<file path="config.mk">
export PLATFORM = sky130hd
export DESIGN_NAME = s_module_pipe
export DESIGN_NICKNAME = d
export VERILOG_FILES = /design/src/rtl/s_module_pipe.sv
export SDC_FILE = /design/constraint.sdc
export NUM_CORES = 1
export LEC_CHECK = 0
export BUFFER_PORTS_ARGS = -buffer_cell sky130_fd_sc_hd__clkbuf_2
export CAP_MARGIN = 20
export CORE_MARGIN = 8
export CORE_UTILIZATION = 45
export CTS_CLUSTER_SIZE = 8
export DETAILED_ROUTE_END_ITERATION = 8
export PLACE_DENSITY = 0.83
export SYNTH_ARGS = -nofsm -noshare
export SYNTH_HDL_FRONTEND = slang
export SYNTH_SLANG_ARGS = --single-unit
export TNS_END_PERCENT = 50
</file>
<file path="constraint.sdc">
create_clock -name clk -period 2.35 [get_ports clk]
set_input_delay 0.47 -clock clk [delete_from_list [all_inputs] [get_ports clk]]
set_output_delay 0.47 -clock clk [all_outputs]
set_load 0.005 [all_outputs]
</file>
<file path="src/rtl/s_module_pipe.sv">
// s_module_pipe: gated-select channel mux followed by a DEPTH-stage registered
// pipeline with valid tracking, stall, flush and a saturating delivered-beat
// counter. Registered building block of the logic-module fabric.
module s_module_pipe #(
  parameter int                 WIDTH    = 5,
  parameter int                 SEL_W    = 2,
  parameter logic [SEL_W-1:0]   SEL_MODE = 2'b10,
  parameter int                 DEPTH    = 2,
  parameter int                 CNT_W    = 8,
  localparam int                NUM_IN   = 2**SEL_W
) (
  input  logic                      clk,
  input  logic                      CLR,
  input  logic [NUM_IN*WIDTH-1:0]   D,
  input  logic [SEL_W-1:0]          SA,
  input  logic [SEL_W-1:0]          SB,
  input  logic                      vin,
  input  logic                      stall,
  input  logic                      flush,
  output logic [WIDTH-1:0]          out,
  output logic                      vout,
  output logic [CNT_W-1:0]          beats
);

  // Counter bump that sticks at all-ones instead of wrapping.
  function automatic logic [CNT_W-1:0] sat_inc(input logic [CNT_W-1:0] v);
    if (v == {CNT_W{1'b1}}) return v;
    else                    return v + CNT_W'(1);
  endfunction

  logic [SEL_W-1:0] sel;
  logic [WIDTH-1:0] mux_data;

  logic [WIDTH-1:0] stage_data_q [DEPTH];
  logic [WIDTH-1:0] stage_data_d [DEPTH];
  logic             vld_q        [DEPTH];
  logic             vld_d        [DEPTH];
  logic [CNT_W-1:0] beats_q;
  logic [CNT_W-1:0] beats_d;

  // Per-bit gated select decode and channel mux (unregistered).
  always_comb begin
    sel      = '0;
    mux_data = '0;
    for (int i = 0; i < SEL_W; i++) begin
      sel[i] = SEL_MODE[i] ? (SA[i] | SB[i]) : (SA[i] & SB[i]);
    end
    for (int k = 0; k < NUM_IN; k++) begin
      if (sel == SEL_W'(k)) mux_data = D[k*WIDTH +: WIDTH];
    end
  end

  // Next-state: flush clears valids only, stall freezes everything,
  // otherwise shift one stage; count beats landing in the last stage.
  always_comb begin
    stage_data_d = stage_data_q;
    vld_d        = vld_q;
    beats_d      = beats_q;
    if (flush) begin
      for (int j = 0; j < DEPTH; j++) vld_d[j] = 1'b0;
    end else if (!stall) begin
      // stage 0 capture boundary
      stage_data_d[0] = mux_data;
      vld_d[0]        = vin;
      // stage j-1 -> j boundaries
      for (int j = 1; j < DEPTH; j++) begin
        stage_data_d[j] = stage_data_q[j-1];
        vld_d[j]        = vld_q[j-1];
      end
      if (vld_d[DEPTH-1]) beats_d = sat_inc(beats_q);
    end
  end

  // State registers; CLR clears data, valids and counter.
  always_ff @(posedge clk) begin
    if (CLR) begin
      for (int j = 0; j < DEPTH; j++) begin
        stage_data_q[j] <= '0;
        vld_q[j]        <= 1'b0;
      end
      beats_q <= '0;
    end else begin
      stage_data_q <= stage_data_d;
      vld_q        <= vld_d;
      beats_q      <= beats_d;
    end
  end

  assign out   = stage_data_q[DEPTH-1];
  assign vout  = vld_q[DEPTH-1];
  assign beats = beats_q;

endmodule

</file>
==> results of run 1 <==
[Yosys cell counts]
| cell type | count |
|---|---|
| nand2_1 | 23 |
| dfxtp_1 | 20 |
| a21oi_1 | 14 |
| buf_4 | 5 |
| mux4_2 | 5 |
| clkbuf_1 | 4 |
| nor2_1 | 4 |
| mux2i_1 | 3 |
| nor3_1 | 3 |
| o31ai_1 | 3 |
| or4_1 | 3 |
| inv_1 | 2 |
| nand3_1 | 2 |
| or2_2 | 2 |
| a2111oi_0 | 1 |
| a41o_1 | 1 |
| and4_1 | 1 |
| buf_6 | 1 |
| ha_1 | 1 |
| nand4_1 | 1 |
| o21a_1 | 1 |
| o21ai_0 | 1 |
| o21ba_2 | 1 |
| or3_1 | 1 |
| or3b_4 | 1 |
| xnor2_1 | 1 |
| xor2_1 | 1 |
[final cells by class]
class	instances	area, um^2
flip-flops and latches	20	400
repair buffers	42	210
fillers	199	951
clock buffers	3	22.5
well taps	28	35.0
multi-input cells	74	500
inverters	2	7.51
[worst reg2reg max path, stage by stage (launching register included)]
cell	delay (ps)
dfxtp_1	370
or3b_4	400
a41o_1	330
or4_1	500
a21oi_1	170
[final timing paths]
kind	slack (ps)	cells after the start	start	endpoint
setup / recovery	510	4	vld_q[1]$_SDFFE_PP0N_	beats[5]$_SDFFE_PP0P_
hold / removal	400	2	flush	vout$_SDFFE_PP0N_
setup reg to reg	510	4	vld_q[1]$_SDFFE_PP0N_	beats[5]$_SDFFE_PP0P_
hold reg to reg	460	2	stage_data_q[5]$_SDFFE_PP0P_	stage_data_q[5]$_SDFFE_PP0P_
[registers in the layout, indices dropped and copies added (netlist names)]
| register | count |
|---|---|
| beats | 8 |
| out | 5 |
| stage_data_q | 5 |
| vld_q | 1 |
| vout | 1 |
[routing by layer]
| layer | GRT usage (%) | vias to the layer above | share of wire (%) | wire length [um] |
|---|---|---|---|---|
| met1 | 12.2 | 415 | 45 | 992 |
| met3 | 2.15 | 2 | 3.7 | 83 |
| li1 | - | 449 | - | - |
| met5 | 0 | - | 0 | 0 |
| met2 | 19.3 | 26 | 50 | 1120 |
| met4 | 6.27 | 0 | 1.2 | 27 |
[through the flow]
step	util, %	hold WS (ps)
after floorplan	-	432
after global placement	54.2	441
after detailed placement	54.2	448
after CTS	55.3	397
after global routing	55.3	422
final	55.3	396
[cells in the final DEF, fill, tap and decap left out, drive strengths merged]
| master | instances |
|---|---|
| clkbuf | 45 |
| nand2 | 23 |
| dfxtp | 20 |
| a21oi | 14 |
| mux4 | 5 |
| nor2 | 4 |
| nor3 | 3 |
| mux2i | 3 |
| o31ai | 3 |
| or4 | 3 |
| nand3 | 2 |
| inv | 2 |
| or2 | 2 |
| and4 | 1 |
| or3b | 1 |
| a41o | 1 |
| o21a | 1 |
| o21ba | 1 |
| o21ai | 1 |
| or3 | 1 |
| xor2 | 1 |
| nand4 | 1 |
| a2111oi | 1 |
| xnor2 | 1 |
| ha | 1 |
[cell families after synthesis]
| group | after synthesis | share of synthesized area (%) |
|---|---|---|
| buffers and inverters | 12 | 7.34 |
| AOI/OAI and AO/OA | 22 | 13.8 |
| adders and majority gates | 1 | 1.29 |
| and+or+nand+nor | 41 | 19.9 |
| DFF | 20 | 41.2 |
| xor gates and xnor gates | 2 | 1.80 |
| muxes | 8 | 14.7 |
[where the power goes]
part	total (mW)	internal, mW	leakage [nW]	switching, mW
logic	0.0696	0.0393	0.322	0.0304
clock network	0.155	0.0595	0.0138	0.0951
registers	0.350	0.346	0.162	0.00381
total	0.574	0.445	0.497	0.129
==> metrics.md, run 1 <==
| Metric | Value |
|---|---|
| Status | `completed` |
| Vias per Instance | `5.28` |
| CTS Buffer Depth | `2` |
| DP Cell Count | `166` |
| Critical Path, Cell by Cell | `or3b_4 -> a41o_1 -> or4_1 -> a21oi_1` |
| CTS tree | `done` |
| Setup ws final | `511 ps` |
| Die width | `62.5 um` |
| H-tree depth | `1` |
| Number of synthesis warnings | `0` |
| Post-route ant nets | `0` |
| Setup tns final | `0 ps` |
| Number of buffers created by CTS | `3` |
| Pre-Repair DR Iteration Count | `4` |
| Routability cong. | `0.686` |
| Clock transition at path regs | `110 ps` |
| Slew @ Worst Pin | `588 ps` |
| Initial antenna violation count | `0` |
| Final WL | `2220 um` |
| First-pass GRT wire length | `3710 um` |
| Number of DRC markers in iteration 0 | `12` |
| Finished Cell Area | `1180 um^2` |
| Max cap viols | `0` |
| Worst IR Drop VDD | `268 uV` |
| CTS resizes | `0` |
| Tot Pwr | `0.574 mW` |
| Mapped Area | `972 um^2` |
| Syn Nets | `136` |
| DIE AREA | `3900 um^2` |
| Synthesized area per cell | `9.17 um^2` |
| Crit Path Max Fanout | `10` |
| Final Max Slew Viols | `0` |
| Share of layout cells above drive strength 1 | `38.3%` |
| Dpl ws | `241 ps` |
| Final critical-path required period | `1840 ps` |
| Crit end category | `flop` |
| Worst path max stage delay | `500 ps` |
| Area contributors post-synth | `dfxtp_1 (41%), mux4_2 (12%), nand2_1 (8.9%)` |
| Setup Fix Bufs, Post-CTS | `0` |
| Worst EP required | `2570 ps` |
| Final hold vios | `0` |
| RSZ-0062 raised after global routing | `no` |
| DP Wirelength | `1840 um` |
| Overall routing resource usage | `11.0%` |
| Crit start category | `flop` |
| Fmax | `544 MHz` |
| Final Cycle Share | `78.3%` |
| Number of synthesized register bits | `20` |
| Antenna fix cells | `0` |
| Largest net degree at the start of global routing | `21` |
| I/O Pins | `43` |
| Row count | `17` |
| Max Clock Skew | `7.30 ps` |
| Hold_buf cts | `0` |
| Crit-path slowest cell | `or4_1` |
| Post-synthesis sequential area ratio | `41.2%` |
| DP Area | `1150 um^2` |
| Lkg Pwr | `0.497 nW` |
| Synth area leader | `dfxtp_1` |
| Hold WC Path Type | `input port to flop` |
| Worst skew pair latency | `290 ps` |
| Initial Util | `45.7%` |
| I/O Buffers | `42` |
| Root buf cell | `clkbuf_4` |
| Top-area cell type share of the netlist area | `41.2%` |
| Worst EP arrival | `2060 ps` |
| Grt total ovfl | `0` |
| Core area | `2130 um^2` |
| Slew HR | `60.6%` |
| Syn-to-layout area delta | `21.0%` |
| Distinct cells, synth | `27` |
| Clk sinks | `20` |
| Finished Layout Cells | `169` |
| Critical path buffers and inverters | `0` |
| Family with the most delay on the worst path | `simple AND/OR/NAND/NOR gates` |
| Die height | `62.5 um` |
| Via count | `892` |
| WS Path Type | `flop to flop` |
| Number of global-route vias before repair | `938` |
| Average routed wire per standard cell | `13.2 um` |
| Mapped Cells | `106` |
| # DRC | `0` |
| Final setup vio count | `0` |
| Power per cell area | `488 nW/um^2` |
| Final nets | `173` |
No activity file was read; power rests on OpenSTA's default activity.
==> inputs of run 2 (changes only) <==
Settings changed: CORE_UTILIZATION 45 to 41, PLACE_DENSITY 0.83 to 0.8.
Clock period 2.35 ns to 1.5 ns, I/O delays scaled along.
==> run 2 against run 1 <==
The flow now finishes with violations (negative setup slack); clock skew is 3.8 ps lower; global-route usage increased by 1.2 points; hold slack worse by 120 ps; via count grew 11%; final cell count is 10% higher; non-clock buffer count increased by 16; flip-flop and latch count unchanged; sequential power rose by 57%; setup slack worse by 680 ps; largest cell class unchanged; largest power group unchanged.
==> metrics.md, run 2 (synthesis results as in run 1) <==
| Metric | Value |
|---|---|
| Status | `finished, violations left` |
| Failing checks | `negative setup slack` |
| First-pass GRT wire length | `4260 um` |
| Final hold vios | `0` |
| Average routed wire per standard cell | `14.0 um` |
| WHS Path Cells | `3` |
| Critical path buffers and inverters | `0` |
| Hold Slack | `278 ps` |
| I/O Buffers | `42` |
| Final Max Slew Viols | `0` |
| RSZ-0062 raised after global routing | `yes` |
| Initial Util | `43.5%` |
| Setup ws final | `-168 ps` |
| Routability cong. | `0.841` |
| Tot Pwr | `1.10 mW` |
| Pre-Repair DR Iteration Count | `4` |
| Max cap viols | `0` |
| R2R Path Start | `vld_q[1]$_SDFFE_PP0N_` |
| Core area | `2230 um^2` |
| Dpl ws | `-223 ps` |
| Largest net degree at the start of global routing | `21` |
| Worst EP arrival | `1900 ps` |
| DP Wirelength | `2010 um` |
| DIE AREA | `4190 um^2` |
| Row count | `17` |
| Clock transition at path regs | `110 ps` |
| Crit-path slowest cell | `or4_1` |
| Die height | `64.7 um` |
| Max FFs per register | `8` |
| Number of DRC markers in iteration 0 | `35` |
| Post-Route Utilization | `60.2%` |
| # DRC | `0` |
| Hold_buf cts | `0` |
| Root buf cell | `clkbuf_4` |
| Worst skew pair latency | `300 ps` |
| Critical Path, Cell by Cell | `or3b_4 -> a41o_1 -> or4_1 -> a21oi_1` |
| Initial antenna violation count | `0` |
| Hold WC Path Type | `input port to flop` |
| DP Cell Count | `180` |
| Slew HR | `69.1%` |
| Final setup vio count | `5` |
| Number of buffers created by CTS | `3` |
| Grt total ovfl | `0` |
| Worst EP required | `1730 ps` |
| CTS Buffer Depth | `2` |
| Crit end category | `flop` |
| Worst path max stage delay | `480 ps` |
| H-tree depth | `1` |
| Hold endpoint | `vld_q[1]$_SDFFE_PP0N_` |
| R2r endpoint | `beats[5]$_SDFFE_PP0P_` |
| Lkg Pwr | `0.595 nW` |
| Final Cycle Share | `111%` |
| Via count | `991` |
| Antenna fix cells | `0` |
| Share of layout cells above drive strength 1 | `47.5%` |
| Commonest non-fill, non-tap cell in the layout | `clkbuf_2` |
| Crit Path Max Fanout | `5` |
| Hold_sp | `flush` |
| Worst reg-to-reg setup slack | `-170 ps` |
| R2R depth | `4` |
| Crit start category | `flop` |
| Final nets | `189` |
| CTS tree | `done` |
| I/O Pins | `43` |
| Final critical-path required period | `1670 ps` |
| Clk sinks | `20` |
| Finished Layout Cells | `186` |
| Post-route ant nets | `0` |
| WS Path Type | `flop to flop` |
| Commonest cells after routing, fill and taps aside | `clkbuf_2 (42), nand2_1 (23), dfxtp_1 (19)` |
| Family with the most delay on the worst path | `simple AND/OR/NAND/NOR gates` |
| Worst IR Drop VDD | `628 uV` |
| Number of global-route vias before repair | `1029` |
| Overall routing resource usage | `12.2%` |
| Syn-to-layout area delta | `38.2%` |
| Max Clock Skew | `3.53 ps` |
| Final WL | `2610 um` |
| Power per cell area | `822 nW/um^2` |
| Slew @ Worst Pin | `452 ps` |
| Vias per Instance | `5.33` |
| Fmax | `600 MHz` |
| Die width | `64.7 um` |
run 2: tightest hold or removal path: stages:
cell,delay [ps]
clkbuf_2,90
buf_4,110
nor3_1,40
run 2: where the power goes:
part | internal, mW | switching [mW] | leakage, nW
Clock | 0.270 | 0.166 | 0.0279
Combinational | 0.0703 | 0.0506 | 0.404
Sequential | 0.542 | 0.00547 | 0.162
run 2: worst max path at each step:
stage	startpoint	endpoint	slack, ps	cells past startpoint
final	vld_q[1]$_SDFFE_PP0N_	beats[5]$_SDFFE_PP0P_	-170	4
after global routing	vld_q[1]$_SDFFE_PP0N_	beats[4]$_SDFFE_PP0P_	-230	5
after CTS	vld_q[1]$_SDFFE_PP0N_	beats[7]$_SDFFE_PP0P_	-140	4
after detailed placement	stall	beats[7]$_SDFFE_PP0P_	-220	5
after floorplan	stall	beats[7]$_SDFFE_PP0P_	-160	5
after global placement	stall	beats[7]$_SDFFE_PP0P_	-200	5
run 2: layer usage:
| metal | routed length (um) | track usage (%) |
|---|---|---|
| met1 | 1070 | 12.9 |
| met2 | 1320 | 22.0 |
| met3 | 195 | 3.09 |
| met4 | 21 | 5.99 |
| met5 | 0 | 0 |
run 2: repair_timing:
action / 4_1_cts / 5_1_grt
buffers inserted: 1 / 1
endpoints found under the setup margin: 6 / 8
pin swaps: 0 / 1
gates resized for setup: 1 / 3
run 2: area by class of cell:
cell class | count | area [um^2]
inverter | 2 | 7.51
multi-input combinational | 74 | 517
sequential | 20 | 402
clock buffer | 3 | 22.5
timing repair buffer | 58 | 330
clock inverter | 1 | 30.0
fill | 191 | 890
tap | 28 | 35.0
run 2: stage by stage:
| stage | TNS [ps] | cell area (um^2) |
|---|---|---|
| floorplan | -328 | 973 |
| global placement | -921 | 1260 |
| detailed placement | -1150 | 1260 |
| CTS | -561 | 1320 |
| global route | -1000 | 1340 |
| finish | -623 | 1340 |
==> inputs of run 3 (changes only) <==
Settings changed: CORE_UTILIZATION 41 to 45, PLACE_DENSITY 0.8 to 0.83, SLEW_MARGIN set to 30.
Clock period 1.5 ns to 1.8 ns, I/O delays scaled along.
==> run 3 against run 2 <==
The flow now finishes without violations; non-clock buffer count is 11 lower; critical path depth did not move; setup slack improved by 240 ps; sequential power down 17%; utilization shrank 1.7 points; die area fell by 6.7%; hold slack improved by 48 ps; critical endpoint is now beats[7]$_SDFFE_PP0P_.
==> metrics.md, run 3 (synthesis results as in run 1) <==
| Metric | Value |
|---|---|
| Status | `completed` |
| Pre-Repair DR Iteration Count | `4` |
| H-tree depth | `1` |
| DIE AREA | `3900 um^2` |
| Power per cell area | `741 nW/um^2` |
| Initial antenna violation count | `0` |
| Final nets | `178` |
| Grt total ovfl | `0` |
| First-pass GRT wire length | `3900 um` |
| R2R depth | `4` |
| Number of buffers created by CTS | `3` |
| Largest net degree at the start of global routing | `21` |
| Die width | `62.5 um` |
| Final WL | `2340 um` |
| Crit start category | `flop` |
| WS Path Type | `flop to flop` |
| DP Cell Count | `171` |
| Final hold vios | `0` |
| Worst IR Drop VDD | `522 uV` |
| Hold_buf cts | `0` |
| Worst EP required | `2040 ps` |
| CTS resizes | `0` |
| Clock transition at path regs | `120 ps` |
| Commonest non-fill, non-tap cell in the layout | `clkbuf_2` |
| Syn-to-layout area delta | `27.9%` |
| Crit Path Max Fanout | `4` |
| CTS Buffer Depth | `2` |
| Final setup vio count | `0` |
| Initial Util | `45.7%` |
| Reg power frac | `49.6%` |
| Root buf cell | `clkbuf_4` |
| Post-route ant nets | `0` |
| Slew @ Worst Pin | `508 ps` |
| Hold Slack | `327 ps` |
| I/O Buffers | `42` |
| Finished Layout Cells | `175` |
| Slew HR | `65.3%` |
| Commonest cells after routing, fill and taps aside | `clkbuf_2 (42), nand2_1 (23), dfxtp_1 (20)` |
| Die height | `62.5 um` |
| Vias per Instance | `5.29` |
| Lkg Pwr | `0.534 nW` |
| # DRC | `0` |
| Number of DRC markers in iteration 0 | `21` |
| P_int | `0.733 mW` |
| Final Max Slew Viols | `0` |
| Post-Route Utilization | `58.5%` |
| Hold WC Path Type | `input port to flop` |
| Overall routing resource usage | `11.9%` |
| Crit end category | `flop` |
| Max cap viols | `0` |
| Sw Share | `20.4%` |
| Row count | `17` |
| CTS tree | `done` |
| DP Wirelength | `1890 um` |
| Worst EP arrival | `1960 ps` |
| Antenna fix cells | `0` |
| Via count | `925` |
| Clk sinks | `20` |
| Psw | `0.188 mW` |
| Core area | `2130 um^2` |
| Final critical-path required period | `1730 ps` |
| Average routed wire per standard cell | `13.4 um` |
| Clock Power Share | `39.9%` |
| Setup Fix Bufs, Post-CTS | `0` |
| Logic gate share of total power | `10.5%` |
| WHS Path Cells | `3` |
| Max FFs per register | `8` |
| Routability cong. | `0.679` |
| Worst skew pair latency | `310 ps` |
| Final Cycle Share | `96.0%` |
| I/O Pins | `43` |
| Share of layout cells above drive strength 1 | `40.8%` |
| Fmax | `579 MHz` |
| Filler Cell Count | `187` |
| Number of global-route vias before repair | `976` |
| Max Clock Skew | `11.1 ps` |
| RSZ-0062 raised after global routing | `no` |
==> run 3: power groups by stage <==
stage	Clock, mW	Combinational (mW)	Sequential, mW
2_1_floorplan	0	0.0545	0.466
3_3_place_gp	0	0.0924	0.466
3_5_place_dp	0	0.0975	0.467
4_1_cts	0.376	0.0976	0.457
5_1_grt	0.391	0.106	0.458
6_report	0.368	0.0964	0.457
==> run 3: path summary, 6_finish.rpt <==
kind,from,end,slack [ps]
worst min-delay path,flush,vout$_SDFFE_PP0N_,330
worst max-delay path,vld_q[1]$_SDFFE_PP0N_,beats[7]$_SDFFE_PP0P_,70
worst min register to register,out[4]$_SDFFE_PP0P_,out[4]$_SDFFE_PP0P_,460
worst max register to register,vld_q[1]$_SDFFE_PP0N_,beats[7]$_SDFFE_PP0P_,70
==> run 3: metrics by stage <==
| stage | total power [mW] | setup TNS [ps] | setup slack (ps) | cell area (um^2) |
|---|---|---|---|---|
| after floorplan | 0.520 | 0 | 61.1 | 972 |
| after global placement | 0.559 | 0 | 31.0 | 1190 |
| after detailed placement | 0.564 | -22.3 | -14.5 | 1190 |
| after CTS | 0.931 | 0 | 60.7 | 1240 |
| after global routing | 0.956 | 0 | 2.53 | 1240 |
| final | 0.921 | 0 | 71.4 | 1240 |
==> run 3: area by class of cell <==
| class | instances | area (um^2) | area share, % |
|---|---|---|---|
| multi-input combinational | 74 | 500 | 40.2 |
| sequential | 20 | 400 | 32.2 |
| timing repair buffer | 47 | 248 | 19.9 |
| tap | 28 | 35.0 | 2.82 |
| clock inverter | 1 | 30.0 | 2.41 |
| clock buffer | 3 | 22.5 | 1.81 |
| inverter | 2 | 7.51 | 0.604 |
==> run 3: critical path: stages, from the launching register on <==
cell and delay, ps:
dfxtp_1 360, or3b_4 410, a41o_1 250, or4_1 480
a21oi_1 160
==> run 3: metal layers <==
layer  share of wire [%]  track usage, %
met1                  42            12.3
met2                  52            21.0
met3                 5.7            2.51
met4                0.73            8.26
met5                   0               0
